File: src/rtl/seq_chunk_adder_pkg.sv
// Shared types and helpers for the chunked sequential adder.
// Provides the FSM state enum and a minimum-1 ceil-log2 helper.
package seq_chunk_adder_pkg;

    typedef enum logic [1:0] {
        IDLE = 2'd0,
        RUN  = 2'd1,
        DONE = 2'd2
    } state_e;

    // ceil(log2(n)) with a floor of 1 so a 1-entry counter still has a bit.
    function automatic int clog2_min1(input int n);
        int r;
        r = 0;
        for (int i = 0; i < 31; i++) begin
            if ((1 << i) < n) begin
                r = i + 1;
            end
        end
        if (r == 0) begin
            r = 1;
        end
        return r;
    endfunction

endpackage

File: src/rtl/seq_chunk_adder_chunk_adder.sv
// Combinational CHUNK-bit ripple-carry adder slice.
// Ports: x, y operands; ci carry-in; s sum; co carry-out.
module chunk_adder #(
    parameter int CHUNK = 4
) (
    input  logic [CHUNK-1:0] x,
    input  logic [CHUNK-1:0] y,
    input  logic             ci,
    output logic [CHUNK-1:0] s,
    output logic             co
);

    always_comb begin
        logic c;
        c = ci;
        s = '0;
        for (int i = 0; i < CHUNK; i++) begin
            s[i] = x[i] ^ y[i] ^ c;
            c    = (x[i] & y[i]) | (c & (x[i] ^ y[i]));
        end
        co = c;
    end

endmodule

File: src/rtl/seq_chunk_adder.sv
// Multi-cycle WIDTH-bit adder computing a+b+cin CHUNK bits per clock.
// Ports: clk, rst (sync, active-high); in_valid/in_ready + a, b, cin
// operand handshake; out_valid/out_ready + sum, cout result handshake;
// busy while adding. Optional ovf output when SEQ_CHUNK_ADDER_OVF_EN
// is defined (signed overflow, registered with cout).
module seq_chunk_adder
    import seq_chunk_adder_pkg::*;
#(
    parameter int WIDTH = 16,
    parameter int CHUNK = 4
) (
    input  logic             clk,
    input  logic             rst,
    input  logic             in_valid,
    output logic             in_ready,
    input  logic [WIDTH-1:0] a,
    input  logic [WIDTH-1:0] b,
    input  logic             cin,
    output logic             out_valid,
    input  logic             out_ready,
    output logic [WIDTH-1:0] sum,
    output logic             cout,
    output logic             busy
`ifdef SEQ_CHUNK_ADDER_OVF_EN
   ,output logic             ovf
`endif
);

    localparam int NCHUNK = WIDTH / CHUNK;
    localparam int CW     = clog2_min1(NCHUNK);
    localparam int IW     = clog2_min1(WIDTH);

    if (CHUNK < 1 || WIDTH < CHUNK || (WIDTH % CHUNK) != 0) begin : g_bad_params
        $error("seq_chunk_adder: WIDTH must be a multiple of CHUNK and >= CHUNK");
    end

    localparam logic [CW-1:0] LAST = CW'(NCHUNK - 1);

    state_e            state_q, state_d;
    logic [CW-1:0]     cnt_q, cnt_d;
    logic              carry_q, carry_d;
    logic [WIDTH-1:0]  a_q, a_d;
    logic [WIDTH-1:0]  b_q, b_d;
    logic [WIDTH-1:0]  sum_q, sum_d;
    logic              cout_q, cout_d;
`ifdef SEQ_CHUNK_ADDER_OVF_EN
    logic              ovf_q, ovf_d;
`endif

    logic [IW-1:0]     base;
    logic [CHUNK-1:0]  ch_s;
    logic              ch_co;

    // Bit offset of the chunk being added this cycle.
    assign base = IW'(cnt_q) * IW'(CHUNK);

    chunk_adder #(
        .CHUNK (CHUNK)
    ) u_chunk (
        .x  (a_q[base +: CHUNK]),
        .y  (b_q[base +: CHUNK]),
        .ci (carry_q),
        .s  (ch_s),
        .co (ch_co)
    );

    always_comb begin
        state_d = state_q;
        cnt_d   = cnt_q;
        carry_d = carry_q;
        a_d     = a_q;
        b_d     = b_q;
        sum_d   = sum_q;
        cout_d  = cout_q;
`ifdef SEQ_CHUNK_ADDER_OVF_EN
        ovf_d   = ovf_q;
`endif
        unique case (state_q)
            IDLE: begin
                if (in_valid) begin
                    a_d     = a;
                    b_d     = b;
                    carry_d = cin;
                    sum_d   = '0;
                    cnt_d   = '0;
                    state_d = RUN;
                end
            end
            RUN: begin
                sum_d[base +: CHUNK] = ch_s;
                carry_d              = ch_co;
                if (cnt_q == LAST) begin
                    cout_d  = ch_co;
`ifdef SEQ_CHUNK_ADDER_OVF_EN
                    // ch_s MSB is the final sum MSB in the last chunk.
                    ovf_d   = (a_q[WIDTH-1] == b_q[WIDTH-1]) &&
                              (ch_s[CHUNK-1] != a_q[WIDTH-1]);
`endif
                    state_d = DONE;
                end else begin
                    cnt_d = cnt_q + CW'(1);
                end
            end
            DONE: begin
                if (out_ready) begin
                    state_d = IDLE;
                end
            end
            default: begin
                state_d = IDLE;
            end
        endcase
    end

    always_ff @(posedge clk) begin
        if (rst) begin
            state_q <= IDLE;
            cnt_q   <= '0;
            carry_q <= 1'b0;
            a_q     <= '0;
            b_q     <= '0;
            sum_q   <= '0;
            cout_q  <= 1'b0;
`ifdef SEQ_CHUNK_ADDER_OVF_EN
            ovf_q   <= 1'b0;
`endif
        end else begin
            state_q <= state_d;
            cnt_q   <= cnt_d;
            carry_q <= carry_d;
            a_q     <= a_d;
            b_q     <= b_d;
            sum_q   <= sum_d;
            cout_q  <= cout_d;
`ifdef SEQ_CHUNK_ADDER_OVF_EN
            ovf_q   <= ovf_d;
`endif
        end
    end

    assign in_ready  = (state_q == IDLE);
    assign busy      = (state_q == RUN);
    assign out_valid = (state_q == DONE);
    assign sum       = sum_q;
    assign cout      = cout_q;
`ifdef SEQ_CHUNK_ADDER_OVF_EN
    assign ovf       = ovf_q;
`endif

endmodule

File: config.mk
export PLATFORM = sky130hd
export DESIGN_NAME = seq_chunk_adder
export DESIGN_NICKNAME = d
export VERILOG_FILES = /design/src/rtl/seq_chunk_adder_pkg.sv /design/src/rtl/seq_chunk_adder_chunk_adder.sv /design/src/rtl/seq_chunk_adder.sv
export SDC_FILE = /design/constraint.sdc
export NUM_CORES = 1
export LEC_CHECK = 0
export ABC_AREA = 1
export ABC_CLOCK_PERIOD_IN_PS = 3300
export CAP_MARGIN = 10
export CORE_MARGIN = 8
export CORE_UTILIZATION = 50
export DETAILED_ROUTE_END_ITERATION = 6
export PLACE_DENSITY = 0.79
export SYNTH_ARGS = -nofsm -noshare
export SYNTH_HDL_FRONTEND = slang
export SYNTH_HIERARCHICAL = 1
export SYNTH_SLANG_ARGS = --single-unit
File: constraint.sdc
create_clock -name clk -period 3.3 [get_ports clk]
set_input_delay 0.33 -clock clk [delete_from_list [all_inputs] [get_ports clk]]
set_output_delay 0.33 -clock clk [all_outputs]
set_load 0.005 [all_outputs]
* Word level (Yosys, flattened, before mapping)
Index checks and enable logic that the tools add are counted.
Word-level totals: output and inout port bits 20, register bits after elaboration 54
Operators by class: mux-type cells 12, eq/ne operators 7, shifts and indexed selects 4, $add $sub $neg 2, reduce and logical (&&, ||, !) cells 7, bitwise gates (word level) 20
Operators by type and width (number):
- 16-bit case mux with 2 select lines | 1
- 16-bit by 5-bit indexed part select with 4-bit output | 2
- 16-bit bitwise mux | 1
- 16-bit 2-to-1 mux | 1
- 4-bit by 6-bit variable shift with 16-bit output, first input constant | 1
- 4-bit by 6-bit indexed part select with 16-bit output | 1
- 2-bit 2-to-1 mux | 5
- 1-bit AND | 8
- 1-bit XOR | 8
- 4-bit negation with 6-bit output | 1
- 2-bit case mux with 3 select lines | 1
- 2-bit AND reduction | 3
- 3-bit AND reduction | 2
- 2-bit equality test, second input constant | 2
- 2-bit by 1-bit inequality test with 1-bit output, second input constant | 2
- 2-bit inequality test, second input constant | 2
- 1-bit OR | 4
- 2-bit case mux with 2 select lines | 1
- 2-bit by 1-bit adder with 2-bit output, second input constant | 1
- 2-bit by 1-bit equality test with 1-bit output, second input constant | 1
- 2-bit logical NOT | 1
- 1-bit case mux with 2 select lines | 1
- 2-bit nonzero test | 1
- 1-bit 2-to-1 mux | 1

* Depth between registers and ports, before layout
depth in word-level cells 12, gate-level depth with buffers 16, mapped depth without buffers 15

* Cells and area by module
The synthesis kept the hierarchy.
Modules (own cells, without submodules):
- seq_chunk_adder | cells an instance 345, times used 1, sequential area each 1081.0 um^2, area each 2487.4 um^2
- chunk_adder | cells an instance 14, times used 1, sequential area each 0.0 um^2, area each 117.6 um^2

* Worst setup path after synthesis
No wires, ideal clock.
kind reg2reg, start point reg cnt_q[0], end point reg sum_q[7] (netlist: sum[7]), data arrival time 2813 ps, stages on the path, launching flop included 17, period minus slack after synthesis 2883 ps, library setup time 70 ps, buffers on the path 1, setup slack 417 ps, cell sequence dfxtp_1 > inv_2 > buf_2 > o21ai_0 > o22ai_1 > fa_1 > inv_1 > fa_1 > inv_1 > fa_1 > inv_1 > fa_1 > inv_1 > nand2_1 > nor2_1 > nand2_1 > a21oi_1
On the way: longest elaborated chain between the ends 12, elaborated cells between the ends (all ways) 24
RTL lines:
- start: declaration | RTL line seq_chunk_adder.sv:40 | logic [CW-1:0] cnt_q, cnt_d;
- start signal: assignment | RTL line seq_chunk_adder.sv:129 | cnt_q <= cnt_d;
- 16-bit by 5-bit indexed part select with 4-bit output, on equally long branches | RTL line seq_chunk_adder.sv:60, seq_chunk_adder.sv:61
- 1-bit XOR | RTL line seq_chunk_adder_chunk_adder.sv:19 | c = (x[i] & y[i]) | (c & (x[i] ^ y[i]));
- 1-bit AND | RTL line seq_chunk_adder_chunk_adder.sv:19
- 1-bit OR | RTL line seq_chunk_adder_chunk_adder.sv:19
- 1-bit AND | RTL line seq_chunk_adder_chunk_adder.sv:19
- 1-bit OR | RTL line seq_chunk_adder_chunk_adder.sv:19
- 1-bit AND | RTL line seq_chunk_adder_chunk_adder.sv:19
- 1-bit OR | RTL line seq_chunk_adder_chunk_adder.sv:19
- 1-bit XOR * | RTL line seq_chunk_adder_chunk_adder.sv:18 | s[i] = x[i] ^ y[i] ^ c;
- named net ch_s[3] | RTL line seq_chunk_adder.sv:51 | logic [CHUNK-1:0] ch_s;
- 4-bit by 6-bit indexed part select with 16-bit output * | RTL line seq_chunk_adder.sv:90 | sum_d[base +: CHUNK] = ch_s;
- 16-bit bitwise mux * | RTL line seq_chunk_adder.sv:90
- 16-bit case mux with 2 select lines * | RTL line seq_chunk_adder.sv:78 | unique case (state_q)
- end signal: assignment | RTL line seq_chunk_adder.sv:133 | sum_q <= sum_d;
- end: declaration | RTL line seq_chunk_adder.sv:44 | logic [WIDTH-1:0] sum_q, sum_d;
Mark *: on every way through the listed nets, which the timed path passes. The rest lies on a longest branch. A chain may end at the register's enable or synchronous reset.

* Final worst setup path
start point reg cnt_q[0], end point reg sum_q[15] (netlist: sum[15])
Same word-level chain as after synthesis.

==> results.toml <==
[floorplan]
row_count = 26
initial_core_util_pct = 51.33
fp.dieH_um = 88.18
design.die.area_um2 = 7776
die_x_um = 88.18
core-area_um2 = 5075
pin_count = 57

[cts]
cts_hold_buf = 0
htreeDepth = 2
clk_pin_slew_ns = 0.09
cts_tree = "built"
post_cts_resized = 0
postCtsSetupRepairBufs = 0
cts_buffers = 5
clock_path_buffers = 2
insertion_delay_ns = 0.31
cts_num_sinks = 54
root_buffer = "clkbuf_8"

[yosys]
ys_types = 26
seq_area_frac_synth_pct = 41.50
syn_avg_cell_area_um2 = 7.256
ys_warn_count = 6
netlist_instances = 359
synthesis.nets = 406
synth-seq-cells = 54
synthesis.area_um2 = 2605

[power_and_ir_drop]
finalPower_mw = 1.498
ir_drop_mv = 0.2305
power.density_nw_per_um2 = 457.4
p_leak_nw = 1.359

[global_route]
gr-total-overflow = 0
grt_first_pass_wirelength_mm = 9.970
grt_pass1_vias = 2340
antenna_found_initial = 0
grt_max_degree = 51
grt_usage_pct = 15.90

[worst_setup_path]
cp-end-kind = "register"
crit_required_ns = 3.53
critPathKind = "reg2reg"
regToRegStartpoint = "cnt_q[0]$_SDFFE_PP0P_"
crit_fanout = 13
crit_arrival_ns = 3.15
cp-startpoint = "cnt_q[0]$_SDFFE_PP0P_"
startpoint_type = "register"

[sta]
rsz0062_at_grt = "false"
slew_violations = 0
max_slew_margin_pct = 58.81
fin_crit_ns = 2.923
setup_violations = 0
skew_ns = 0.006840
finalSetupTns_ns = 0
hold_violations = 0
fmax_mhz = 342.2
post-route-period-util_pct = 88.57
worstMarginPinSlew_ns = 0.6159
holdWs_ns = 0.4825

[finish]
n_antenna_cell = 0
finalNetCount = 457
final_util_pct = 64.52
final_cell_area_um2 = 3274
syn2layout_area_growth_pct = 25.70
layout-drive-gt1-share_pct = 6.569

[detailed_routing]
avgRoutedWirePerCell_um = 12.36
firstDrtPassIters = 4
dr.first_iter.drc_count = 91
viasPerCell = 5.008
vias = 2409
wirelength_mm = 5.945
final_antenna_net_count = 0
drc = 0

[min_path]
hold_start = "sum[8]$_SDFFE_PP0P_"
hold_path.class = "reg2reg"

[placement]
post_dp_cell_area_um2 = 3168
gp_routability_congestion = 0.8471
io_buffers = 56
dp_hpwl_mm = 4.522

[run_status]
status = "complete, no violations"

[flow_run]
cap_violations = 0
==> critical path, stage by stage (launching register included) <==
cell and delay (ns):
dfxtp_1 0.38, inv_2 0.12, o21ai_0 0.18, o22ai_1 0.12, fa_1 0.42, inv_1 0.08
fa_1 0.17, inv_1 0.05, fa_1 0.35, inv_1 0.08, fa_1 0.40, inv_1 0.08
nand2_1 0.07, nor2_1 0.14, nand2_1 0.07, a21oi_1 0.13
==> layout by cell type, fill, tap and decap left out, drive strengths merged <==
master	count
clkbuf	7
dfxtp	54
bufinv	1
a21oi	14
nor2	112
inv	28
clkinv	1
o22ai	8
fa	4
clkdlybuf4s50	56
nand3b	4
nand2	39
buf	6
o21ai	49
ha	6
nand3	22
==> registers in the layout (all words and copies together), names as in the netlist <==
name and cells:
cout 1, a_q 16, sum 16, carry_q 1, state_q 2, cnt_q 2
b_q 16
==> layout make-up <==
type,instances,area [µm²]
clock inverters,1,30.03
fillers,478,1800
flip-flops and latches,54,1081
clock buffers,7,76.32
well taps,70,87.58
inverters,29,108.9
multi-input cells,258,1285
repair buffers,62,605.6
==> cells by family (layout without fill, tap and decap cells) <==
kind of cell	count (synthesis)	after routing	share of synthesized area, %
AND/OR/NAND/NOR	177	177	28.77
AO/OA/AOI/OAI	71	71	14.60
flip-flops	54	54	41.50
buffers and inverters	47	99	9.174
adder cells (fa/ha/maj)	10	10	5.956
==> stage by stage <==
stage,worst slack [ns],instances
after CTS,0.3665,481
after global routing,0.1138,481
after global placement,0.5305,473
final,0.3773,481
after detailed placement,0.3970,473
after floorplan,0.4167,359
==> Yosys cell counts <==
| master | instances | area share (%) |
|---|---|---|
| o21ai_2 | 3 | 1.0 |
| buf_6 | 1 | 0.43 |
| buf_1 | 1 | 0.14 |
| dfxtp_1 | 54 | 41 |
| inv_2 | 3 | 0.43 |
| a21oi_1 | 13 | 2.5 |
| buf_12 | 2 | 1.5 |
| fa_1 | 4 | 3.1 |
| clkbuf_2 | 2 | 0.38 |
| nand2_1 | 38 | 5.5 |
| nand3_1 | 17 | 3.3 |
| nor2_4 | 1 | 0.43 |
| ha_1 | 6 | 2.9 |
| o22ai_1 | 8 | 1.9 |
| inv_1 | 25 | 3.6 |
| o21ai_0 | 46 | 8.8 |
| clkinv_1 | 1 | 0.14 |
| nand3b_1 | 4 | 1.2 |
| nand3_2 | 5 | 1.9 |
| clkbuf_1 | 4 | 0.58 |
| a21oi_2 | 1 | 0.34 |
| nor2_1 | 110 | 16 |
| buf_4 | 4 | 1.2 |
| nor2_2 | 1 | 0.24 |
| buf_2 | 4 | 0.77 |
| nand2_4 | 1 | 0.43 |
==> report_power, final <==
part	switching [mW]	internal [mW]
sequential	0.0279	0.695
combinational	0.190	0.150
clock	0.208	0.227
==> per-layer routing <==
metal / vias up / routed length [µm] / track usage [%]
met5: - / 0 / 0
li1: 1242 / - / -
met3: 18 / 368 / 3.565
met4: 0 / 132 / 7.373
met1: 1074 / 2554 / 17.90
met2: 75 / 2890 / 27.70
==> worst paths after layout <==
path                                             end  slack (ns)  depth (start not counted)
worst max-delay path            sum[15]$_SDFFE_PP0P_        0.38                         15
worst min-delay path             sum[8]$_SDFFE_PP0P_        0.48                          2
worst max register to register  sum[15]$_SDFFE_PP0P_        0.38                         15
worst min register to register   sum[8]$_SDFFE_PP0P_        0.48                          2
Power figures use the tool's default switching activity.
